## src/rtl/branch_fwd_scoreboard.sv

```systemverilog
// rtl/branch_fwd_scoreboard.sv - ID-stage branch operand forwarding/stall unit using an in-flight writer scoreboard
module branch_fwd_scoreboard #(
    parameter int AW         = 5,
    parameter int NUM_SRC    = 2,
    parameter int DEPTH      = 3,
    parameter int ALU_READY  = 1,
    parameter int LOAD_READY = 2,
    parameter int SW         = 2,
    parameter int CW         = 16
) (
    input  logic                  clk,
    input  logic                  rst_n,
    input  logic                  pipe_hold,
    input  logic                  flush,
    input  logic                  id_valid,
    input  logic                  id_regwrite,
    input  logic                  id_memread,
    input  logic [AW-1:0]         id_dst,
    input  logic                  id_is_branch,
    input  logic [NUM_SRC*AW-1:0] id_src,
    input  logic [NUM_SRC-1:0]    id_src_used,
    output logic [NUM_SRC*SW-1:0] fwd_sel,
    output logic                  stall,
    output logic [CW-1:0]         stall_cnt,
    output logic [CW-1:0]         fwd_cnt
);

    logic [DEPTH-1:0]         v_q, v_d;
    logic [DEPTH-1:0]         ld_q, ld_d;
    logic [DEPTH-1:0][AW-1:0] dst_q, dst_d;
    logic [CW-1:0]            stall_cnt_q, stall_cnt_d;
    logic [CW-1:0]            fwd_cnt_q, fwd_cnt_d;

    logic [NUM_SRC*SW-1:0]    sel_raw;
    logic                     stall_raw;
    logic [AW-1:0]            src;
    logic                     hit;
    logic                     rdy;
    logic [SW-1:0]            near_sel;
    logic                     active;

    // Per-source nearest-producer search: descending scan so the smallest k wins.
    always_comb begin
        sel_raw   = '0;
        stall_raw = 1'b0;
        src       = '0;
        hit       = 1'b0;
        rdy       = 1'b0;
        near_sel  = '0;
        active    = 1'b0;
        for (int i = 0; i < NUM_SRC; i++) begin
            src      = id_src[i*AW +: AW];
            hit      = 1'b0;
            rdy      = 1'b0;
            near_sel = '0;
            for (int k = DEPTH-1; k >= 0; k--) begin
                if (v_q[k] && (dst_q[k] != '0) && (dst_q[k] == src)) begin
                    hit      = 1'b1;
                    rdy      = ld_q[k] ? (k >= LOAD_READY) : (k >= ALU_READY);
                    near_sel = SW'(k + 1);
                end
            end
            active = id_is_branch && id_valid && id_src_used[i] && hit;
            if (active && rdy)
                sel_raw[i*SW +: SW] = near_sel;
            if (active && !rdy)
                stall_raw = 1'b1;
        end
    end

    assign stall     = stall_raw && !flush;
    assign fwd_sel   = stall ? '0 : sel_raw;
    assign stall_cnt = stall_cnt_q;
    assign fwd_cnt   = fwd_cnt_q;

    always_comb begin
        v_d         = v_q;
        ld_d        = ld_q;
        dst_d       = dst_q;
        stall_cnt_d = stall_cnt_q;
        fwd_cnt_d   = fwd_cnt_q;
        if (!pipe_hold) begin
            for (int k = 1; k < DEPTH; k++) begin
                v_d[k]   = v_q[k-1];
                ld_d[k]  = ld_q[k-1];
                dst_d[k] = dst_q[k-1];
            end
            // Stalled or squashed ID instructions enter EX as bubbles.
            v_d[0]   = id_valid && id_regwrite && !stall && !flush;
            ld_d[0]  = id_memread;
            dst_d[0] = id_dst;
            if (stall && (stall_cnt_q != '1))
                stall_cnt_d = stall_cnt_q + 1'b1;
            if (!stall && (fwd_sel != '0) && (fwd_cnt_q != '1))
                fwd_cnt_d = fwd_cnt_q + 1'b1;
        end
    end

    always_ff @(posedge clk or negedge rst_n) begin
        if (!rst_n) begin
            v_q         <= '0;
            ld_q        <= '0;
            dst_q       <= '0;
            stall_cnt_q <= '0;
            fwd_cnt_q   <= '0;
        end else begin
            v_q         <= v_d;
            ld_q        <= ld_d;
            dst_q       <= dst_d;
            stall_cnt_q <= stall_cnt_d;
            fwd_cnt_q   <= fwd_cnt_d;
        end
    end

endmodule

```

## config.mk

```make
export PLATFORM = sky130hd
export DESIGN_NAME = branch_fwd_scoreboard
export DESIGN_NICKNAME = d
export VERILOG_FILES = /design/src/rtl/branch_fwd_scoreboard.sv
export SDC_FILE = /design/constraint.sdc
export NUM_CORES = 1
export LEC_CHECK = 0
export ABC_AREA = 1
export BUFFER_PORTS_ARGS = -buffer_cell sky130_fd_sc_hd__buf_2
export CORE_MARGIN = 2
export CORE_UTILIZATION = 55
export CTS_CLUSTER_SIZE = 20
export DETAILED_ROUTE_END_ITERATION = 8
export GPL_TIMING_DRIVEN = 0
export PLACE_DENSITY = 0.78
export SLEW_MARGIN = 40
export SYNTH_ARGS = -nofsm -noshare
export SYNTH_HDL_FRONTEND = slang
export SYNTH_SLANG_ARGS = --single-unit
```

## constraint.sdc

```tcl
create_clock -name clk -period 2.7 [get_ports clk]
set_input_delay 0.27 -clock clk [delete_from_list [all_inputs] [get_ports clk]]
set_output_delay 0.27 -clock clk [all_outputs]
set_load 0.05 [all_outputs]
```

==> flow_metrics.env, run 1 <==
export IMPL_status="finished, violations left"
export IMPL_violations="negative hold slack"
export IMPL_relSlewSlack_pct=56.08
export IMPL_antenna_found_initial=0
export IMPL_synthTopCellsByCount="nand2_1 (122), dfrtp_1 (52), inv_1 (40)"
export IMPL_finalNetCount=512
export IMPL_crit_chain="xor2_1 -> nor2_1 -> nand3_2 -> nand2_2 -> nand3_2 -> nand3_2 -> nand2_4 -> nand2_8 -> nand2_4 -> a21oi_1 -> buf_2"
export IMPL_cp_slowest_cell="dfrtp_1"
export IMPL_reg2reg_to="fwd_cnt[14]"
export IMPL_startpoint_type="flop"
export IMPL_synth_seq_cells=52
export IMPL_synthArstFlopShare_pct=100.0
export IMPL_cp_max_fo=5
export IMPL_io_buffers=60
export IMPL_max_stage_delay_ps=460
export IMPL_whs_ps=-16.41
export IMPL_synthCells=418
export IMPL_synth_top_cell_area_share_pct=39.42
export IMPL_ys_seq_area_share_pct=39.42
export IMPL_p_leak_uw=0.001985
export IMPL_end_kind="output port"
export IMPL_rsz0062_at_grt="no"
export IMPL_worst_pin_slew_ps=658.8
export IMPL_worstPathArrival_ps=2280
export IMPL_coreArea_um2=5851
export IMPL_vias=2939
export IMPL_postCtsHoldBufs=0
export IMPL_power_uw=1685
export IMPL_cts_sink_count=52
export IMPL_synth_area_um2=3301
export IMPL_grt_pass1_wl_um=12410
export IMPL_ys_top_cells_by_area="dfrtp_1 (39%), nand2_1 (14%), xor2_1 (10%)"
export IMPL_clk_latency_ps=310
export IMPL_ff2ff_path_depth=10
export IMPL_cpLargestDelayFamily="simple AND/OR/NAND/NOR gates"
export IMPL_die_width_um=81.47
export IMPL_fin_setup_tns_ps=0
export IMPL_avgViaCountPerCell=5.239
export IMPL_syn2layout_area_growth_pct=15.92
export IMPL_reg2reg_slack_ps=460
export IMPL_skew_ps=5.420
export IMPL_wl_per_cell_um=13.22
export IMPL_fin_util_pct=65.40
export IMPL_drv_cap=0
export IMPL_syn_nets=445
export IMPL_initial_core_util_pct=56.42
export IMPL_drcViolationCount=0
export IMPL_fp_dieH_um=81.47
export IMPL_rows=28
export IMPL_cts_tree="built"
export IMPL_synth_edf_count=0
export IMPL_finalSetupViolCount=0
export IMPL_place_ws_ps=465.8
export IMPL_ys_warn_count=0
export IMPL_clk_pin_slew_ps=90
export IMPL_path_class="flop to output port"
export IMPL_grt_ovfl_total=0
export IMPL_htreeDepth=2
export IMPL_slew_viol_final=0
export IMPL_grt_pass1_vias=2658
export IMPL_r2r_start="fwd_cnt[0]"
export IMPL_placed_area_um2=3697
export IMPL_detail_route_antenna_nets=0
export IMPL_crit_top_cell="nand3_2"
export IMPL_cp_data_required_time_ps=2430
export IMPL_hold_violations=21
export IMPL_avgSynthCellArea_um2=7.896
export IMPL_routed_wl_um=7415
export IMPL_grt_max_degree=53
export IMPL_ioPinCount=62
export IMPL_cts_buffer_depth=2
export IMPL_finalWeightedCongestion=0.8488
export IMPL_firstDrtPassIters=4
export IMPL_synth_ff_type="dfrtp_1"
export IMPL_cts_buffers=5
export IMPL_final_area_um2=3826
export IMPL_fill_cells=490
export IMPL_min_period_over_period_pct=94.34
export IMPL_fin_crit_ps=2547
export IMPL_peakVddDrop_mv=0.3035
export IMPL_p_per_area_nw_per_um2=440.4
export IMPL_crit_buf_inv=1
export IMPL_drive_gt1_share_pct=21.40
export IMPL_yosysTopAreaCell="dfrtp_1"
export IMPL_layout_setup_ws_ps=152.9
export IMPL_yosysMostFrequentCell="nand2_1"
export IMPL_cts_root_buf="clkbuf_8"
export IMPL_max_freq_mhz=392.6
export IMPL_drtIter0Drc=151
export IMPL_die_area_um2=6637
export IMPL_antenna_cells=0
export IMPL_hold_path_class="input pin to async pin"
export IMPL_place_hpwl_um=5581
export IMPL_ys_types=30
export IMPL_groute_usage_overall_pct=24.13
worst max path at each step:
stage | startpoint | to | cells after the start
after floorplan | dst_q[8] | fwd_sel[2] | 10
after global placement | dst_q[1] | fwd_sel[2] | 12
after detailed placement | fwd_cnt[0] | fwd_cnt[14] | 10
after CTS | dst_q[0] | fwd_sel[2] | 12
after global routing | dst_q[0] | fwd_sel[2] | 12
final | dst_q[8] | fwd_sel[0] | 11
kinds of logic (layout without fill, tap and decap cells):
kind of cell / count (synthesis) / count (layout) / synth area share, %
AO/OA/AOI/OAI: 26 / 26 / 4.814
XOR/XNOR: 53 / 53 / 14.06
adder cells (fa/ha/maj): 2 / 2 / 0.7580
buffers and inverters: 52 / 120 / 6.975
flip-flops: 52 / 52 / 39.42
AND/OR/NAND/NOR: 233 / 233 / 33.96
metrics by stage:
stage / instances / hold slack [ps]
after floorplan: 418 / -25.59
final: 561 / -16.41
after global routing: 561 / 40.06
after global placement: 553 / 475.2
after CTS: 561 / 13.33
after detailed placement: 553 / 351.7
sequential cells by signal, summed over array words and instances, names as in the netlist:
name / count
dst_q: 15
ld_q: 2
stall_cnt: 16
v_q: 3
fwd_cnt: 16
worst reg2reg max path, stage by stage (launching register included):
cell,delay (ps)
dfrtp_1,440
ha_1,250
nand3_1,160
nor2_1,110
nand2_1,110
nor2_1,60
nor2_1,480
o211ai_4,230
buf_6,200
nand2_1,60
nand2_1,50
area by class of cell:
cell class              count  area, um2  share of cell area (%)
inverters                  44      165.2                   4.317
flip-flops and latches     52       1301                   34.01
clock buffers               7      96.34                   2.518
multi-input cells         314       1769                   46.24
well taps                  75      93.84                   2.453
repair buffers             60      305.3                   7.979
clock inverters             1      30.03                  0.7848
plain buffers               8      65.06                   1.700
cell usage in the layout (no fill, tap or decap), types with 2 or more instances in the layout:
| cell | instances |
|---|---|
| a21oi_1 | 2 |
| nor3_1 | 12 |
| buf_6 | 2 |
| nand2_1 | 122 |
| dfrtp_1 | 52 |
| xor2_1 | 38 |
| nor2_1 | 33 |
| xnor2_1 | 15 |
| nand3_2 | 17 |
| nand2_4 | 4 |
| inv_1 | 40 |
| buf_2 | 58 |
| buf_4 | 3 |
| inv_2 | 3 |
| nand3_1 | 29 |
| clkbuf_1 | 4 |
| nand2_2 | 2 |
| nand4_1 | 7 |
| clkbuf_8 | 7 |
| nor2_2 | 2 |
| ha_1 | 2 |
| nor4_1 | 2 |
| o21ai_0 | 20 |
routing by layer:
layer	routed length [um]	global-route usage (%)
met1	3428	34.42
met3	374	3.516
met4	102	6.610
met5	0	0
met2	3510	38.44
power by group:
part	switching [uW]	internal, uW	leakage (uW)
clock network	266	328	0.0000645
registers	46.2	813	0.000688
logic	151	81.6	0.00123
total	462	1220	0.00198
what timing repair did:
action,4_1_cts,5_1_grt
resized for setup,0,2
setup endpoints to repair,0,1
buffers inserted,0,0
No activity file was read; power rests on OpenSTA's default activity.
==> run 2, diff against run 1 <==
- CORE_ASPECT_RATIO: not set -> 2
==> run 2 against run 1 <==
  * The run ends with design-rule violations left
  * Flip-flop and latch count unchanged
  * Die area increased by 0.57%
  * Highest routed layer unchanged
  * Clock power increased by 2%
  * Worst setup slack improved by 57 ps
  * Fmax increased by 2.3%
  * Largest cell class unchanged
==> flow_metrics.env, run 2 (synthesis gave the netlist of run 1 again) <==
export IMPL_fin_util_pct=64.66
export IMPL_htreeDepth=2
export IMPL_antenna_cells=0
export IMPL_ff2ff_path_depth=10
export IMPL_die_area_um2=6674
export IMPL_reg2reg_to="fwd_cnt[10]"
export IMPL_violations="design-rule violations"
export IMPL_drtIter0Drc=144
export IMPL_slew_viol_final=0
export IMPL_wl_per_cell_um=13.06
export IMPL_layout_common_cells="nand2_1 (122), buf_2 (58), dfrtp_1 (52), inv_1 (40), xor2_1 (38)"
export IMPL_hold_violations=0
export IMPL_detail_route_antenna_nets=0
export IMPL_skew_ps=3.537
export IMPL_antenna_found_initial=0
export IMPL_max_stage_delay_ps=430
export IMPL_cp_slowest_cell="dfrtp_1"
export IMPL_groute_usage_overall_pct=23.10
export IMPL_cts_buffer_depth=2
export IMPL_syn2layout_area_growth_pct=15.69
export IMPL_reg2reg_slack_ps=450
export IMPL_avgViaCountPerCell=5.263
export IMPL_cp_max_fo=5
export IMPL_path_class="flop to output port"
export IMPL_initial_core_util_pct=55.89
export IMPL_p_leak_uw=0.001987
export IMPL_fin_crit_ps=2490
export IMPL_end_kind="output port"
export IMPL_fp_dieH_um=113.6
export IMPL_drv_cap=0
export IMPL_grt_ovfl_total=0
export IMPL_power_uw=1688
export IMPL_final_cells=548
export IMPL_ioPinCount=62
export IMPL_crit_cells=14
export IMPL_rsz0062_at_grt="no"
export IMPL_r2r_start="fwd_cnt[0]"
export IMPL_place_ws_ps=480.4
export IMPL_finalNetCount=512
export IMPL_coreArea_um2=5906
export IMPL_crit_chain="inv_1 -> nand2_1 -> nand2_1 -> nand2_1 -> nor2_1 -> nand3_2 -> nand2_1 -> nand3_2 -> nand3_2 -> nand2_4 -> nand2_8 -> nand2_4 -> a21oi_1 -> buf_2"
export IMPL_crit_buf_inv=2
export IMPL_worstPathArrival_ps=2220
export IMPL_routed_wl_um=7159
export IMPL_cts_buffers=5
export IMPL_layout_setup_ws_ps=209.6
export IMPL_dp_cells=541
export IMPL_fin_setup_tns_ps=0
export IMPL_clk_latency_ps=290
export IMPL_crit_top_cell="nand2_1"
export IMPL_clk_pin_slew_ps=60
export IMPL_io_buffers=60
export IMPL_place_hpwl_um=5383
export IMPL_cts_root_buf="clkbuf_16"
export IMPL_grt_pass1_vias=2716
export IMPL_finalWeightedCongestion=0.9285
export IMPL_cts_tree="built"
export IMPL_cpLargestDelayFamily="simple AND/OR/NAND/NOR gates"
export IMPL_drcViolationCount=4
export IMPL_vias=2884
export IMPL_p_per_area_nw_per_um2=442.0
export IMPL_grt_pass1_wl_um=12100
export IMPL_min_period_over_period_pct=92.24
export IMPL_finalSetupViolCount=0
export IMPL_cp_data_required_time_ps=2430
export IMPL_max_freq_mhz=401.5
export IMPL_die_width_um=58.78
export IMPL_worst_pin_slew_ps=674.4
export IMPL_firstDrtPassIters=6
export IMPL_grt_max_degree=53
export IMPL_relSlewSlack_pct=55.04
export IMPL_crit_start="dst_q[6]"
export IMPL_endpoint="fwd_sel[0]"
export IMPL_drive_gt1_share_pct=21.03
export IMPL_cts_sink_count=52
export IMPL_status="finished, violations left"
export IMPL_startpoint_type="flop"
export IMPL_rows=40
export IMPL_peakVddDrop_mv=0.4060
export IMPL_hold_path_class="input pin to async pin"
export IMPL_final_common_cell="nand2_1"
-- run 2: changes by cell type in the layout (fill, tap and decap cells not counted), sizes merged --
cell and delta:
clkbuf -1, bufinv -1, clkinv +1
-- run 2: repair_timing --
action | 4_1_cts | 5_1_grt
setup buffers | 0 | 0
hold buffers | 0 | 0
setup endpoints to repair | 0 | 1
resized for setup | 0 | 2
-- run 2: cell type report --
| class | instances | area, um2 |
|---|---|---|
| Buffer | 8 | 65.06 |
| Clock buffer | 6 | 128.9 |
| Clock inverter | 1 | 5.005 |
| Fill cell | 537 | 2087 |
| Inverter | 44 | 165.2 |
| Multi-Input combinational cell | 314 | 1769 |
| Sequential cell | 52 | 1301 |
| Tap cell | 63 | 78.83 |
| Timing Repair Buffer | 60 | 305.3 |
-- run 2: power by group --
part	internal [uW]	total, uW	switching, uW
clock	337	602	265
combinational	81.6	228	146
sequential	814	858	43.2
-- run 2: metal layers --
| metal | GRT usage, % | part of all wire [%] | up-vias | wire length (um) |
|---|---|---|---|---|
| met5 | 0 | 0 | - | 0 |
| met3 | 3.288 | 3.7 | 15 | 266 |
| li1 | - | - | 1470 | - |
| met2 | 38.52 | 50 | 69 | 3577 |
| met4 | 8.636 | 2.4 | 0 | 170 |
| met1 | 29.75 | 44 | 1330 | 3145 |
-- run 2: how the worst min path moves through the flow --
stage / slack (ps) / startpoint / cells after the start / endpoint
finish: 2 / rst_n / 1 / dst_q[11]
global route: 60 / rst_n / 1 / dst_q[1]
CTS: 40 / rst_n / 1 / dst_q[0]
detailed placement: 350 / rst_n / 1 / dst_q[0]
global placement: 460 / v_q[2] / 2 / v_q[2]
floorplan: -30 / rst_n / 0 / dst_q[0]
-- run 2: per-stage QoR --
stage	hold slack (ps)	area (um2)
floorplan	-25.59	3301
global placement	459.5	3680
detailed placement	350.5	3682
CTS	36.02	3816
global route	61.50	3819
finish	2.017	3819
==> run 3, diff against run 2 <==
- ABC_AREA: 1 -> not set
- CORE_UTILIZATION: 55 -> 54
==> run 3 against run 2 <==
  * The run ends with negative setup slack left
  * First-iteration DRC count decreased by 62%
  * Clock-buffer cell count unchanged
  * Core utilization increased by 5.7 points
  * Via count decreased by 19%
  * Hold slack improved by 180 ps
  * Critical path depth decreased by 7
  * Sequential power increased by 2.9%
  * Non-clock buffer count increased by 14
  * Design area decreased by 5.3%
  * Die area decreased by 11%
  * Fmax decreased by 11%
  * Power decreased by 2.0%
  * Largest cell class unchanged
==> flow_metrics.env, run 3 <==
export IMPL_rsz0062_at_grt="yes"
export IMPL_cts_sink_count=52
export IMPL_final_area_um2=3615
export IMPL_cts_root_buf="clkbuf_8"
export IMPL_fin_crit_ps=2812
export IMPL_yosysMostFrequentCell="dfrtp_1"
export IMPL_cts_buffers=5
export IMPL_die_area_um2=5955
export IMPL_cts_tree="built"
export IMPL_area_sequential_um2=1305
export IMPL_violations="negative setup slack"
export IMPL_placed_area_um2=3291
export IMPL_peakVddDrop_mv=0.5879
export IMPL_ys_types=38
export IMPL_min_period_over_period_pct=104.1
export IMPL_p_per_area_nw_per_um2=457.8
export IMPL_detail_route_antenna_nets=0
export IMPL_yosysTopAreaCell="dfrtp_1"
export IMPL_synthTopCellsByCount="dfrtp_1 (52), xnor2_1 (45), mux2_2 (21)"
export IMPL_finalNetCount=365
export IMPL_power_uw=1655
export IMPL_routed_wl_um=6911
export IMPL_groute_usage_overall_pct=24.15
export IMPL_rows=37
export IMPL_synth_seq_cells=52
export IMPL_ioPinCount=62
export IMPL_grt_pass1_wl_um=11270
export IMPL_layout_common_cells="buf_2 (55), dfrtp_1 (49), xnor2_1 (43), mux2_2 (21), nand4_1 (19)"
export IMPL_layout_setup_ws_ps=-112.0
export IMPL_vias=2336
export IMPL_cp_max_fo=2
export IMPL_htreeDepth=2
export IMPL_slew_viol_final=0
export IMPL_hold_path_class="input pin to flop"
export IMPL_syn_nets=284
export IMPL_worst_pin_slew_ps=730.0
export IMPL_ys_top_cells_by_area="dfrtp_1 (45%), xnor2_1 (14%), mux2_2 (8.2%)"
export IMPL_startpoint_type="flop"
export IMPL_firstDrtPassIters=4
export IMPL_p_leak_uw=0.001654
export IMPL_drive_gt1_share_pct=38.35
export IMPL_multi_input_area_um2=1618
export IMPL_grt_ovfl_total=0
export IMPL_r2r_start="dst_q[9]"
export IMPL_grt_pass1_vias=2303
export IMPL_hold_violations=0
export IMPL_ys_warn_count=0
export IMPL_clk_latency_ps=310
export IMPL_crit_start="dst_q[9]"
export IMPL_synthArstFlopShare_pct=100.0
export IMPL_finalSetupViolCount=17
export IMPL_synth_edf_count=0
export IMPL_coreArea_um2=5139
export IMPL_fin_util_pct=70.34
export IMPL_final_common_cell="buf_2"
export IMPL_place_hpwl_um=4867
export IMPL_finalWeightedCongestion=0.9185
export IMPL_synth_area_um2=2873
export IMPL_cp_data_required_time_ps=2430
export IMPL_cts_buffer_depth=2
export IMPL_synthCells=257
export IMPL_end_kind="output port"
export IMPL_synth_top_cell_area_share_pct=45.30
export IMPL_die_width_um=55.58
export IMPL_synth_ff_type="dfrtp_1"
export IMPL_antenna_cells=0
export IMPL_grt_max_degree=53
export IMPL_wl_per_cell_um=17.41
export IMPL_drcViolationCount=0
export IMPL_clk_pin_slew_ps=100
export IMPL_drtIter0Drc=55
export IMPL_skew_ps=15.15
export IMPL_drv_cap=0
export IMPL_max_freq_mhz=355.6
export IMPL_worstPathArrival_ps=2540
export IMPL_io_buffers=60
export IMPL_ys_seq_area_share_pct=45.30
export IMPL_antenna_found_initial=0
export IMPL_fill_cells=396
export IMPL_path_class="flop to output port"
export IMPL_fp_dieH_um=107.2
export IMPL_relSlewSlack_pct=51.10
export IMPL_status="finished, violations left"
export IMPL_min_from="id_dst[0]"
export IMPL_avgViaCountPerCell=5.884
export IMPL_syn2layout_area_growth_pct=25.83
export IMPL_avgSynthCellArea_um2=11.18
export IMPL_initial_core_util_pct=55.90
-- run 3: changes by cell type after synthesis, moves of 6 or more --
cell     change
and3_1      +16
nand3_1     -13
nand4_1     +12
mux2_2      +21
nor3_1       -6
xnor2_1     +30
nand2_1    -109
o21ai_0     -20
xor2_1      -23
nor2_1      -24
nand3_2     -16
inv_1       -39
-- run 3: report_power, final --
part	total, uW	internal, uW	switching [uW]
combinational	249	125	124
clock	523	275	248
sequential	883	822	60.6
-- run 3: cells by family after synthesis --
family	Yosys count	share of synthesized area (%)
compound gates	13	4.443
xor+xnor	60	18.29
simple gates	97	19.95
flops	52	45.30
fa+ha+maj	2	0.8709
mux	23	9.277
buf+inv	10	1.872
-- run 3: layout make-up --
cell class                      count  area share [%]
Tap cell                           58           2.008
Inverter                            2          0.3461
Buffer                              7          0.9692
Multi-Input combinational cell    195           44.76
Sequential cell                    52           36.10
Timing Repair Buffer               75           12.84
Clock buffer                        6           2.008
Clock inverter                      2          0.9692
-- run 3: repair_timing --
action / 4_1_cts / 5_1_grt
setup endpoints to repair: 16 / 14
pin swaps: 8 / 8
setup buffers: 9 / 4
hold buffers: 1 / 0
gates cloned: 0 / 1
endpoints found under the hold margin: 1 / 0
resized for setup: 20 / 12
-- run 3: worst paths after layout --
check,endpoint,slack [ps],cells after the start
setup / recovery,fwd_sel[2],-110,7
hold / removal,dst_q[0],180,2
setup reg to reg,fwd_cnt[1],-90,8
hold reg to reg,fwd_cnt[10],500,1
max in group asynchronous,dst_q[0],1690,2
min in group asynchronous,stall_cnt[7],520,2
-- run 3: routing by layer --
| layer | part of all wire (%) | global-route usage (%) |
|---|---|---|
| met1 | 37 | 28.34 |
| met2 | 54 | 41.75 |
| met3 | 5.2 | 4.101 |
| met4 | 3.7 | 12.37 |
| met5 | 0 | 0 |
-- run 3: metrics by stage --
step | TNS (ps) | setup slack, ps | cells | hold slack (ps)
after floorplan | -878.5 | -406.1 | 257 | -25.59
after global placement | -1255 | -289.3 | 375 | 471.8
after detailed placement | -1343 | -331.2 | 375 | 345.1
after CTS | -364.4 | -153.3 | 392 | 173.1
after global routing | -2487 | -203.9 | 397 | 189.3
final | -815.5 | -112.0 | 397 | 177.6
-- run 3: critical path, stage by stage, from the launching register on --
cell and delay (ps):
dfrtp_1 390, or4_4 550, o211a_1 230, and3_4 170
mux2_4 310, nor4_4 250, o21a_4 180, buf_8 140
